--- config.mk ---
export PLATFORM = sky130hd
export DESIGN_NAME = vector_player_flat
export DESIGN_NICKNAME = d
export VERILOG_FILES = /design/src/rtl/vector_player_pkg.sv /design/src/rtl/vector_player_if.sv /design/src/rtl/vector_player_mem.sv /design/src/rtl/vector_player.sv /design/src/flat_wrapper.sv
export SDC_FILE = /design/constraint.sdc
export NUM_CORES = 1
export LEC_CHECK = 0
export ABC_AREA = 0
export CAP_MARGIN = 5
export CORE_MARGIN = 3
export CORE_UTILIZATION = 35
export CTS_CLUSTER_DIAMETER = 60
export DETAILED_ROUTE_END_ITERATION = 8
export PLACE_DENSITY_LB_ADDON = 0.25
export SYNTH_ARGS = -nofsm -noshare
export SYNTH_HDL_FRONTEND = slang
export SYNTH_HIERARCHICAL = 1
export SYNTH_SLANG_ARGS = --single-unit
--- constraint.sdc ---
create_clock -name clock -period 3.6 [get_ports clock]
set_input_delay 0.72 -clock clock [delete_from_list [all_inputs] [get_ports clock]]
set_output_delay 0.72 -clock clock [all_outputs]
set_load 0.01 [all_outputs]
--- src/rtl/vector_player_pkg.sv ---
// vector_player_pkg: FSM state encoding and default parameters for vector_player
package vector_player_pkg;
  typedef enum logic [1:0] {IDLE, RUN, DONE} state_t;
  localparam int DEF_DATA_W = 8;
  localparam int DEF_RESP_W = 8;
  localparam int DEF_DEPTH = 16;
  localparam int DEF_STEP_CYCLES = 10;
endpackage

--- src/rtl/vector_player_if.sv ---
// vector_player_if: stimulus/response bus between the player and the device under test
interface vector_player_if #(
  parameter int DATA_W = vector_player_pkg::DEF_DATA_W,
  parameter int RESP_W = vector_player_pkg::DEF_RESP_W
);
  logic [DATA_W-1:0] stim;
  logic              stim_valid;
  logic [RESP_W-1:0] resp;
  modport master (output stim, output stim_valid, input resp);
  modport slave (input stim, input stim_valid, output resp);
endinterface

--- src/rtl/vector_player_mem.sv ---
// vector_player_mem: vector storage, one write port and one asynchronous read port, never reset
module vector_player_mem #(
  parameter int DEPTH = 16,
  parameter int W = 24,
  localparam int AW = $clog2(DEPTH)
) (
  input  logic          clock,
  input  logic          we,
  input  logic [AW-1:0] waddr,
  input  logic [W-1:0]  wdata,
  input  logic [AW-1:0] raddr,
  output logic [W-1:0]  rdata
);
  logic [W-1:0] mem [DEPTH];
  always_ff @(posedge clock) if (we) mem[waddr] <= wdata;
  assign rdata = mem[raddr];
endmodule

--- src/rtl/vector_player.sv ---
// vector_player: plays stored stimulus vectors, compares masked responses, counts mismatches.
// Define VECTOR_PLAYER_FIRST_FAIL_EN to add capture of the first mismatching sample.
module vector_player
  import vector_player_pkg::*;
#(
  parameter int DATA_W = DEF_DATA_W,
  parameter int RESP_W = DEF_RESP_W,
  parameter int DEPTH = DEF_DEPTH,
  parameter int STEP_CYCLES = DEF_STEP_CYCLES,
  localparam int AW = $clog2(DEPTH)
) (
  input  logic              clock,
  input  logic              reset_n,
  input  logic              load_en,
  input  logic [AW-1:0]     load_addr,
  input  logic [DATA_W-1:0] load_stim,
  input  logic [RESP_W-1:0] load_exp,
  input  logic [RESP_W-1:0] load_mask,
  input  logic              start,
  input  logic              stop,
  input  logic [AW:0]       run_len,
  vector_player_if.master   dut,
  output logic              busy,
  output logic              done,
  output logic              pass,
  output logic [AW:0]       err_count,
  output logic [AW-1:0]     vec_idx
`ifdef VECTOR_PLAYER_FIRST_FAIL_EN
  ,
  output logic              first_fail_valid,
  output logic [AW-1:0]     first_fail_idx,
  output logic [RESP_W-1:0] first_fail_resp
`endif
);
  localparam int EW = DATA_W + 2 * RESP_W;
  localparam int SW = STEP_CYCLES > 1 ? $clog2(STEP_CYCLES) : 1;
  state_t state, state_n;
  logic [SW-1:0] step;
  logic [AW-1:0] last_idx;
  logic [EW-1:0] cur, wdata, rdata, start_entry;
  logic [AW-1:0] raddr;
  logic we, go, smp, last, mis;
  assign we = load_en && state != RUN;
  assign go = start && state != RUN;
  assign smp = state == RUN && step == SW'(STEP_CYCLES - 1) && !stop;
  assign last = vec_idx == last_idx;
  assign mis = |((dut.resp ^ cur[2*RESP_W-1 -: RESP_W]) & cur[RESP_W-1:0]);
  assign wdata = {load_stim, load_exp, load_mask};
  // in RUN we prefetch the next vector; otherwise entry 0 for the coming start
  assign raddr = state == RUN ? vec_idx + AW'(1) : '0;
  assign start_entry = (we && load_addr == '0) ? wdata : rdata;
  vector_player_mem #(.DEPTH(DEPTH), .W(EW)) u_mem (
    .clock(clock), .we(we), .waddr(load_addr), .wdata(wdata), .raddr(raddr), .rdata(rdata)
  );
  always_ff @(posedge clock or negedge reset_n)
    if (!reset_n) state <= IDLE;
    else state <= state_n;
  always_comb
    state_n = state != RUN ? (start ? RUN : state) : stop ? IDLE : (smp && last) ? DONE : RUN;
  always_ff @(posedge clock or negedge reset_n)
    if (!reset_n) begin
      step <= '0;
      vec_idx <= '0;
      err_count <= '0;
      last_idx <= '0;
      cur <= '0;
    end else if (go) begin
      step <= '0;
      vec_idx <= '0;
      err_count <= '0;
      last_idx <= (run_len == '0 || run_len > (AW+1)'(DEPTH)) ? AW'(DEPTH - 1) : AW'(run_len - 1'b1);
      cur <= start_entry;
    end else if (smp) begin
      step <= '0;
      err_count <= err_count + (AW+1)'(mis);
      if (!last) begin
        vec_idx <= vec_idx + AW'(1);
        cur <= rdata;
      end
    end else if (state == RUN && !stop) step <= step + SW'(1);
`ifdef VECTOR_PLAYER_FIRST_FAIL_EN
  always_ff @(posedge clock or negedge reset_n)
    if (!reset_n) begin
      first_fail_valid <= 1'b0;
      first_fail_idx <= '0;
      first_fail_resp <= '0;
    end else if (go) begin
      first_fail_valid <= 1'b0;
      first_fail_idx <= '0;
      first_fail_resp <= '0;
    end else if (smp && mis && !first_fail_valid) begin
      first_fail_valid <= 1'b1;
      first_fail_idx <= vec_idx;
      first_fail_resp <= dut.resp;
    end
`endif
  assign dut.stim = cur[EW-1 -: DATA_W];
  assign dut.stim_valid = state == RUN;
  assign busy = state == RUN;
  assign done = state == DONE;
  assign pass = state == DONE && err_count == '0;
endmodule

--- src/flat_wrapper.sv ---
// flat-port wrapper written by rule: the top's interface ports become plain ports
module vector_player_flat import vector_player_pkg::*;
#(
  parameter int DATA_W = DEF_DATA_W,
  parameter int RESP_W = DEF_RESP_W,
  parameter int DEPTH = DEF_DEPTH,
  parameter int STEP_CYCLES = DEF_STEP_CYCLES,
  localparam int AW = $clog2(DEPTH)
)
  (clock, reset_n, load_en, load_addr, load_stim, load_exp, load_mask, start, stop, run_len, busy, done, pass, err_count, vec_idx, dut_stim, dut_stim_valid, dut_resp);
  vector_player_if #(.DATA_W(DATA_W), .RESP_W(RESP_W)) dut_i ();
  input  logic clock;
  input  logic reset_n;
  input  logic load_en;
  input  logic [AW-1:0] load_addr;
  input  logic [DATA_W-1:0] load_stim;
  input  logic [RESP_W-1:0] load_exp;
  input  logic [RESP_W-1:0] load_mask;
  input  logic start;
  input  logic stop;
  input  logic [AW:0] run_len;
  output logic busy;
  output logic done;
  output logic pass;
  output logic [AW:0] err_count;
  output logic [AW-1:0] vec_idx;
  output wire logic [$bits(dut_i.stim)-1:0] dut_stim;
  output wire logic [$bits(dut_i.stim_valid)-1:0] dut_stim_valid;
  input wire logic [$bits(dut_i.resp)-1:0] dut_resp;
  assign dut_stim = dut_i.stim;
  assign dut_stim_valid = dut_i.stim_valid;
  assign dut_i.resp = dut_resp;
  vector_player #(.DATA_W(DATA_W), .RESP_W(RESP_W), .DEPTH(DEPTH), .STEP_CYCLES(STEP_CYCLES)) u_core (.clock(clock), .reset_n(reset_n), .load_en(load_en), .load_addr(load_addr), .load_stim(load_stim), .load_exp(load_exp), .load_mask(load_mask), .start(start), .stop(stop), .run_len(run_len), .dut(dut_i), .busy(busy), .done(done), .pass(pass), .err_count(err_count), .vec_idx(vec_idx));
endmodule
==> results of run 1 <==
## metal layers
layer	up-vias	part of all wire	wire [um]	GRT usage
li1	3666	-	-	-
met1	4586	0.45	18040	0.2300
met2	274	0.46	18630	0.2471
met3	66	0.066	2646	0.03030
met4	4	0.020	823	0.04494
met5	-	0.00077	31	0
## cells in the final DEF, fill, tap and decap left out, types with 3 or more instances in the layout
master                            synthesis  final
sky130_fd_sc_hd__nor2_1                  28     14
sky130_fd_sc_hd__clkinv_1                 1     10
sky130_fd_sc_hd__mux2_4                  40     40
sky130_fd_sc_hd__edfxtp_1               384    384
sky130_fd_sc_hd__clkbuf_1                19      6
sky130_fd_sc_hd__nor2_4                   0     13
sky130_fd_sc_hd__nand3_1                  5      5
sky130_fd_sc_hd__mux4_2                  96     96
sky130_fd_sc_hd__a21oi_1                 12     12
sky130_fd_sc_hd__nand2_1                 36     36
sky130_fd_sc_hd__and2_1                   5      4
sky130_fd_sc_hd__clkinvlp_4               0      4
sky130_fd_sc_hd__xor2_1                  14     14
sky130_fd_sc_hd__inv_1                    5      5
sky130_fd_sc_hd__mux2i_1                  3      3
sky130_fd_sc_hd__ha_1                     6      6
sky130_fd_sc_hd__inv_6                    0      4
sky130_fd_sc_hd__o21ai_0                  7      7
sky130_fd_sc_hd__mux2_2                   8      8
sky130_fd_sc_hd__nand4_1                  5      5
sky130_fd_sc_hd__clkbuf_16                0     49
sky130_fd_sc_hd__buf_4                    9     36
sky130_fd_sc_hd__a22oi_1                 52     52
sky130_fd_sc_hd__xnor2_1                  6      6
sky130_fd_sc_hd__clkdlybuf4s50_1          0     65
sky130_fd_sc_hd__buf_12                   0     13
sky130_fd_sc_hd__nor3_2                   0      4
sky130_fd_sc_hd__clkinv_2                 0      6
sky130_fd_sc_hd__dfrtp_1                 43     43
sky130_fd_sc_hd__nand2b_1                 3      3
sky130_fd_sc_hd__bufinv_16                0      6
## critical path: stages, from the launching register on
cell and delay, ns:
sky130_fd_sc_hd__dfrtp_1 0.37, sky130_fd_sc_hd__nand2b_1 0.46, sky130_fd_sc_hd__clkinv_1 0.38, sky130_fd_sc_hd__and2_4 0.43, sky130_fd_sc_hd__buf_4 0.25, sky130_fd_sc_hd__mux4_2 0.28, sky130_fd_sc_hd__a22oi_1 0.26, sky130_fd_sc_hd__nand2_1 0.10
sky130_fd_sc_hd__mux2_4 0.26, sky130_fd_sc_hd__mux2_4 0.25
## area by class of cell
class	count	share of cell area
clock buffers	57	0.06209
clock inverters	33	0.01777
inverters	6	0.001096
multi-input cells	354	0.2106
flip-flops and latches	427	0.6133
well taps	615	0.03743
repair buffers	115	0.05770
## report_power, final
group | internal [mW] | switching (mW)
sequential | 5.56 | 0.120
combinational | 0.601 | 0.479
clock | 3.00 | 2.01
## flip-flops by register name, indices dropped and copies added (netlist names)
register	count
u_core/u_mem/mem	384
u_core/cur	24
u_core/state	2
u_core/step	4
u_core/last_idx	4
u_core/vec_idx	4
u_core/err_count	5
## metrics by stage
| step | cell area [um2] | std cells | power (mW) | setup slack (ns) | utilization |
|---|---|---|---|---|---|
| 3_3_place_gp | 18910 | 1517 | 6.875 | 0.4731 | 0.3937 |
| 2_1_floorplan | 17140 | 837 | 6.489 | 0.1103 | - |
| 3_5_place_dp | 18910 | 1517 | 6.884 | 0.4417 | 0.3937 |
| 6_report | 20560 | 1607 | 11.76 | 0.4097 | 0.4278 |
| 4_1_cts | 20560 | 1607 | 11.91 | 0.4200 | 0.4278 |
| 5_1_grt | 20560 | 1607 | 12.19 | 0.2284 | 0.4278 |
## path summary, 6_finish.rpt
| path | endpoint | from | depth (start not counted) | slack [ns] |
|---|---|---|---|---|
| max | u_core/cur[17] | u_core/state[1] | 9 | 0.41 |
| min | u_core/last_idx[1] | reset_n | 1 | 0.17 |
| max reg2reg | u_core/cur[17] | u_core/state[1] | 9 | 0.41 |
| min reg2reg | u_core/last_idx[2] | u_core/last_idx[2] | 2 | 0.50 |
| max in group asynchronous | u_core/cur[4] | reset_n | 2 | 2.71 |
| min in group clock | u_core/last_idx[2] | u_core/last_idx[2] | 2 | 0.50 |
## cell families after synthesis
logic type	Yosys count
muxes	147
DFF	427
and+or+nand+nor	106
xor gates and xnor gates	20
adders and majority gates	6
buffers and inverters	56
AOI/OAI and AO/OA	75
==> impl_metrics.prom, run 1 <==
# TYPE chip_impl_metric gauge
chip_impl_metric{name="finalWeightedCongestion",unit=""} 0.7467
chip_impl_metric{name="layout-drive-gt1-share",unit=""} 0.2984
chip_impl_metric{name="whs",unit="ns"} 0.1697
chip_impl_metric{name="synth_top_cell_area_share",unit=""} 0.6729
chip_impl_info{name="tritoncts",value="done"} 1
chip_impl_metric{name="crit_arrival",unit="ns"} 3.64
chip_impl_metric{name="synthSimpleGateAreaFrac",unit=""} 0.03176
chip_impl_metric{name="cts.sink_count",unit=""} 427
chip_impl_metric{name="synth.net_count",unit=""} 889
chip_impl_metric{name="ctsLongestPathBuffers",unit=""} 3
chip_impl_metric{name="floorplan.rows",unit=""} 80
chip_impl_metric{name="wl",unit="um"} 40180
chip_impl_metric{name="globalRouteTotalUtil",unit=""} 0.1587
chip_impl_metric{name="drc",unit=""} 0
chip_impl_info{name="synth_largest_area_cell",value="sky130_fd_sc_hd__edfxtp_1"} 1
chip_impl_metric{name="ys_seq_area_frac",unit=""} 0.7357
chip_impl_metric{name="synth-compound-area-share",unit=""} 0.03059
chip_impl_info{name="crit_path_start_kind",value="flip-flop"} 1
chip_impl_metric{name="postCtsSetupRepairBufs",unit=""} 0
chip_impl_metric{name="insertedDiodeCount",unit=""} 0
chip_impl_metric{name="number_of_h_tree_levels",unit=""} 2
chip_impl_info{name="cts-root-buf",value="sky130_fd_sc_hd__clkbuf_16"} 1
chip_impl_metric{name="asyncSetResetFlopFracSynth",unit=""} 0.1007
chip_impl_info{name="worst_hold_path_type",value="in -> async"} 1
chip_impl_metric{name="antenna_violating_nets_post_route",unit=""} 0
chip_impl_metric{name="grt_pass1_wl",unit="um"} 59310
chip_impl_metric{name="io_buffer_count",unit=""} 66
chip_impl_metric{name="clk_slew_on_worst_s_h_paths",unit="ns"} 0.06
chip_impl_metric{name="cts.repair.resized",unit=""} 0
chip_impl_metric{name="dp_hpwl",unit="um"} 21950
chip_impl_info{name="yosys.cell_count.top_type",value="sky130_fd_sc_hd__edfxtp_1"} 1
chip_impl_metric{name="timing.final.max_slew_violations",unit=""} 0
chip_impl_metric{name="crit_fanout",unit=""} 29
chip_impl_metric{name="sequential_cell_area",unit="um2"} 12610
chip_impl_metric{name="finalSetupViolCount",unit=""} 0
chip_impl_metric{name="synth-seq-cells",unit=""} 427
chip_impl_metric{name="globalRoute.totalOverflow",unit=""} 0
chip_impl_metric{name="synth_edf_count",unit=""} 384
chip_impl_metric{name="max_slew.worst_pin.slew",unit="ns"} 0.6564
chip_impl_metric{name="finalHoldViolations",unit=""} 0
chip_impl_info{name="rsz_0062_raised_after_global_routing",value="no"} 1
chip_impl_metric{name="synth-xor-area-share",unit=""} 0.01022
chip_impl_metric{name="die_ar",unit="um2"} 51650
chip_impl_metric{name="critical_path_required",unit="ns"} 4.05
chip_impl_metric{name="grt_start_max_net_pins",unit=""} 32
chip_impl_metric{name="drt_first_pass_iters",unit=""} 5
chip_impl_metric{name="grt_antenna_before_repair",unit=""} 2
chip_impl_metric{name="ys_types",unit=""} 44
chip_impl_info{name="outcome",value="complete, no violations"} 1
chip_impl_metric{name="timing.max_cap.violations",unit=""} 0
chip_impl_metric{name="mappedNetlistArea",unit="um2"} 17140
chip_impl_metric{name="max_clk_rate",unit="GHz"} 0.3135
chip_impl_info{name="synth.top_cells.by_count",value="sky130_fd_sc_hd__edfxtp_1 (384), sky130_fd_sc_hd__mux4_2 (96), sky130_fd_sc_hd__a22oi_1 (52)"} 1
chip_impl_metric{name="worst_clock_skew",unit="ns"} 0.01771
chip_impl_metric{name="worst_slew_margin_rel",unit=""} 0.5624
chip_impl_info{name="critical_path_class",value="reg -> reg"} 1
chip_impl_metric{name="synth_mux_area_frac",unit=""} 0.1682
chip_impl_metric{name="final.min_clock_period",unit="ns"} 3.190
chip_impl_metric{name="floorplan.die.height",unit="um"} 227.3
chip_impl_metric{name="grt_pass1_vias",unit=""} 8871
chip_impl_metric{name="period_share",unit=""} 0.8862
chip_impl_metric{name="worst_skew_pair.late_latency",unit="ns"} 0.58
chip_impl_metric{name="ys_warn_count",unit=""} 6
chip_impl_metric{name="nFillCells",unit=""} 4159
chip_impl_metric{name="power_per_cell_area",unit="nW/um2"} 572.3
chip_impl_info{name="synth_top_family_by_area",value="multiplexers"} 1
chip_impl_metric{name="areaGrowthSynthToFinish",unit="%"} 19.95
chip_impl_metric{name="detail_route.wl_per_cell",unit="um"} 25.00
chip_impl_metric{name="starting_density_of_the_core",unit=""} 0.3567
chip_impl_metric{name="synthesis.area_per_instance",unit="um2"} 20.47
chip_impl_metric{name="multiInputGateArea",unit="um2"} 4329
chip_impl_info{name="ys_top_cells_by_area",value="sky130_fd_sc_hd__edfxtp_1 (67%), sky130_fd_sc_hd__mux4_2 (13%), sky130_fd_sc_hd__dfrtp_1 (6.3%)"} 1
chip_impl_metric{name="detail_route.iter0.violations",unit=""} 770
chip_impl_metric{name="leakage_power_of_the_design",unit="nW"} 6.805
chip_impl_metric{name="syn-instance-count",unit=""} 837
chip_impl_metric{name="vias",unit=""} 8596
chip_impl_metric{name="cts_hold_buf",unit=""} 0
chip_impl_metric{name="ios",unit=""} 67
chip_impl_metric{name="core_region_area",unit="um2"} 48050
chip_impl_metric{name="die_w",unit="um"} 227.3
chip_impl_metric{name="viasPerCell",unit=""} 5.349
chip_impl_metric{name="timing.setup.tns",unit="ns"} 0
chip_impl_info{name="dominantRegCellSynth",value="sky130_fd_sc_hd__edfxtp_1"} 1
chip_impl_metric{name="irDropWorstVdd",unit="mV"} 0.2781
chip_impl_info{name="worst_setup_path_end_kind",value="flip-flop"} 1
chip_impl_metric{name="tritoncts.num_buffers",unit=""} 49
chip_impl_metric{name="number_of_nets_in_the_finished_design",unit=""} 1005
chip_impl_metric{name="synth-adder-area-share",unit=""} 0.004381
No activity file was read; power rests on OpenSTA's default activity.
==> run 2: changes to the inputs <==
==> constraint.sdc (replaced) <==
create_clock -name clock -period 3.6 [get_ports clock]
set_input_delay 0.36 -clock clock [delete_from_list [all_inputs] [get_ports clock]]
set_output_delay 0.36 -clock clock [all_outputs]
set_load 0.01 [all_outputs]
==> run 2 against run 1 <==
  * Largest power group unchanged
  * Critical path depth unchanged
  * Clock skew increased by 0.0035 ns
  * Critical path type unchanged
  * Register-to-register slack improved by 0.08 ns
  * Cell area decreased by 0.63%
  * Largest cell class unchanged
  * Critical endpoint is now u_core/cur[10]
==> impl_metrics.prom, run 2 (synthesis results as in run 1) <==
# TYPE chip_impl_metric gauge
chip_impl_info{name="outcome",value="complete, no violations"} 1
chip_impl_metric{name="layout-drive-gt1-share",unit=""} 0.2907
chip_impl_metric{name="final.min_clock_period",unit="ns"} 3.111
chip_impl_metric{name="worst_skew_pair.late_latency",unit="ns"} 0.58
chip_impl_metric{name="core_region_area",unit="um2"} 48050
chip_impl_metric{name="power_per_cell_area",unit="nW/um2"} 564.1
chip_impl_metric{name="drt_first_pass_iters",unit=""} 5
chip_impl_metric{name="multiInputGateArea",unit="um2"} 4329
chip_impl_metric{name="drc",unit=""} 0
chip_impl_metric{name="grt_start_max_net_pins",unit=""} 27
chip_impl_metric{name="globalRoute.totalOverflow",unit=""} 0
chip_impl_metric{name="max_slew.worst_pin.slew",unit="ns"} 1.129
chip_impl_metric{name="globalRouteTotalUtil",unit=""} 0.1604
chip_impl_metric{name="sequential_cell_area",unit="um2"} 12610
chip_impl_metric{name="grt_antenna_before_repair",unit=""} 1
chip_impl_info{name="layout_common_cells",value="sky130_fd_sc_hd__edfxtp_1 (384), sky130_fd_sc_hd__mux4_2 (96), sky130_fd_sc_hd__clkdlybuf4s50_1 (65), sky130_fd_sc_hd__a22oi_1 (52), sky130_fd_sc_hd__clkbuf_16 (48)"} 1
chip_impl_metric{name="starting_density_of_the_core",unit=""} 0.3567
chip_impl_info{name="layout_commonest_cell",value="sky130_fd_sc_hd__edfxtp_1"} 1
chip_impl_metric{name="leakage_power_of_the_design",unit="nW"} 6.732
chip_impl_metric{name="postLayoutCellArea",unit="um2"} 20430
chip_impl_info{name="rsz_0062_raised_after_global_routing",value="no"} 1
chip_impl_metric{name="areaGrowthSynthToFinish",unit="%"} 19.20
chip_impl_metric{name="timing.final.max_slew_violations",unit=""} 0
chip_impl_metric{name="floorplan.die.height",unit="um"} 227.3
chip_impl_info{name="worst_setup_path_end_kind",value="flip-flop"} 1
chip_impl_metric{name="largest_reg_flops",unit=""} 384
chip_impl_metric{name="floorplan.rows",unit=""} 80
chip_impl_metric{name="timing.max_cap.violations",unit=""} 0
chip_impl_metric{name="die_ar",unit="um2"} 51650
chip_impl_metric{name="max_clk_rate",unit="GHz"} 0.3214
chip_impl_metric{name="viasPerCell",unit=""} 5.321
chip_impl_info{name="reg_top3",value="u_core/u_mem/mem (384), u_core/cur (24), u_core/err_count (5)"} 1
chip_impl_metric{name="io_buffer_count",unit=""} 66
chip_impl_metric{name="detail_route.iter0.violations",unit=""} 792
chip_impl_metric{name="grt_pass1_wl",unit="um"} 59790
chip_impl_info{name="worst_hold_path_type",value="in -> async"} 1
chip_impl_metric{name="total_power_consumption",unit="mW"} 11.52
chip_impl_metric{name="critical_path_required",unit="ns"} 4.05
chip_impl_info{name="critical_path_class",value="reg -> reg"} 1
chip_impl_metric{name="worst_slew_margin_rel",unit=""} 0.2473
chip_impl_metric{name="worst_clock_skew",unit="ns"} 0.02120
chip_impl_metric{name="irDropWorstVdd",unit="mV"} 0.2630
chip_impl_metric{name="timing.setup.tns",unit="ns"} 0
chip_impl_metric{name="die_w",unit="um"} 227.3
chip_impl_metric{name="grt_pass1_vias",unit=""} 8754
chip_impl_metric{name="stdcell_count",unit=""} 1599
chip_impl_metric{name="dp_hpwl",unit="um"} 22170
chip_impl_info{name="regMostFlops",value="u_core/u_mem/mem"} 1
chip_impl_metric{name="dpl.cell_count",unit=""} 1510
chip_impl_metric{name="wl",unit="um"} 40410
chip_impl_metric{name="ctsLongestPathBuffers",unit=""} 3
chip_impl_metric{name="clk_slew_on_worst_s_h_paths",unit="ns"} 0.06
chip_impl_metric{name="finalHoldViolations",unit=""} 0
chip_impl_metric{name="number_of_h_tree_levels",unit=""} 2
chip_impl_metric{name="period_share",unit=""} 0.8642
chip_impl_metric{name="nFillCells",unit=""} 4198
chip_impl_metric{name="ios",unit=""} 67
chip_impl_info{name="tritoncts",value="done"} 1
chip_impl_metric{name="insertedDiodeCount",unit=""} 0
chip_impl_info{name="cts-root-buf",value="sky130_fd_sc_hd__clkbuf_16"} 1
chip_impl_metric{name="finalWeightedCongestion",unit=""} 0.7318
chip_impl_metric{name="antenna_violating_nets_post_route",unit=""} 0
chip_impl_metric{name="tritoncts.num_buffers",unit=""} 47
chip_impl_metric{name="crit_arrival",unit="ns"} 3.56
chip_impl_metric{name="cts.repair.resized",unit=""} 0
chip_impl_info{name="crit_path_start_kind",value="flip-flop"} 1
chip_impl_metric{name="finalSetupViolCount",unit=""} 0
chip_impl_metric{name="placed_cell_area",unit="um2"} 18860
chip_impl_metric{name="detail_route.wl_per_cell",unit="um"} 25.27
chip_impl_metric{name="crit_fanout",unit=""} 24
chip_impl_metric{name="whs",unit="ns"} 0.4271
chip_impl_metric{name="vias",unit=""} 8508
chip_impl_metric{name="cts.sink_count",unit=""} 427
chip_impl_metric{name="number_of_nets_in_the_finished_design",unit=""} 997
-- run 2: power breakdown --
| part | switching [mW] | internal [mW] |
|---|---|---|
| Sequential | 0.122 | 5.56 |
| Clock | 1.92 | 2.84 |
| Combinational | 0.475 | 0.602 |
-- run 2: cell type report --
cell class                 count  share of cell area
inverter                       6            0.001103
timing repair buffer         109             0.05599
multi-input combinational    354              0.2119
clock buffer                  63             0.06401
tap                          615             0.03767
sequential                   427              0.6172
clock inverter                25             0.01207
-- run 2: worst paths after layout --
check / startpoint / depth (start not counted) / slack (ns) / to
worst min register to register: u_core/last_idx[2] / 2 / 0.50 / u_core/last_idx[2]
min in group clock: run_len[0] / 2 / 0.43 / u_core/last_idx[0]
worst max register to register: u_core/state[1] / 9 / 0.49 / u_core/cur[10]
worst min-delay path: reset_n / 2 / 0.43 / u_core/cur[19]
worst max-delay path: u_core/state[1] / 9 / 0.49 / u_core/cur[10]
max in group asynchronous: reset_n / 3 / 2.32 / u_core/err_count[1]
-- run 2: per-layer routing --
layer	vias to the layer above	wire length (um)	track usage
met5	-	13	0
met4	2	836	0.04777
met3	65	2067	0.02953
met2	228	19230	0.2535
met1	4573	18260	0.2291
li1	3640	-	-
-- run 2: per-stage QoR --
stage          setup slack, ns    util
2_1_floorplan           0.1103       -
3_3_place_gp            0.5433  0.3926
3_5_place_dp            0.4630  0.3926
4_1_cts                 0.4561  0.4251
5_1_grt                 0.2251  0.4251
6_report                0.4888  0.4251
-- run 2: critical path, stage by stage (launching register included) --
cell and delay [ns]:
sky130_fd_sc_hd__dfrtp_1 0.37, sky130_fd_sc_hd__nand2b_1 0.47, sky130_fd_sc_hd__clkinv_1 0.37, sky130_fd_sc_hd__and2_4 0.39, sky130_fd_sc_hd__buf_12 0.24, sky130_fd_sc_hd__mux4_2 0.31
sky130_fd_sc_hd__a22oi_1 0.22, sky130_fd_sc_hd__nand2_1 0.08, sky130_fd_sc_hd__mux2_4 0.26, sky130_fd_sc_hd__mux2_4 0.26
-- run 2: repair_timing --
item                                   CTS  global route
hold buffers                             1             0
endpoints found under the hold margin   25             0
setup buffers                            0             0
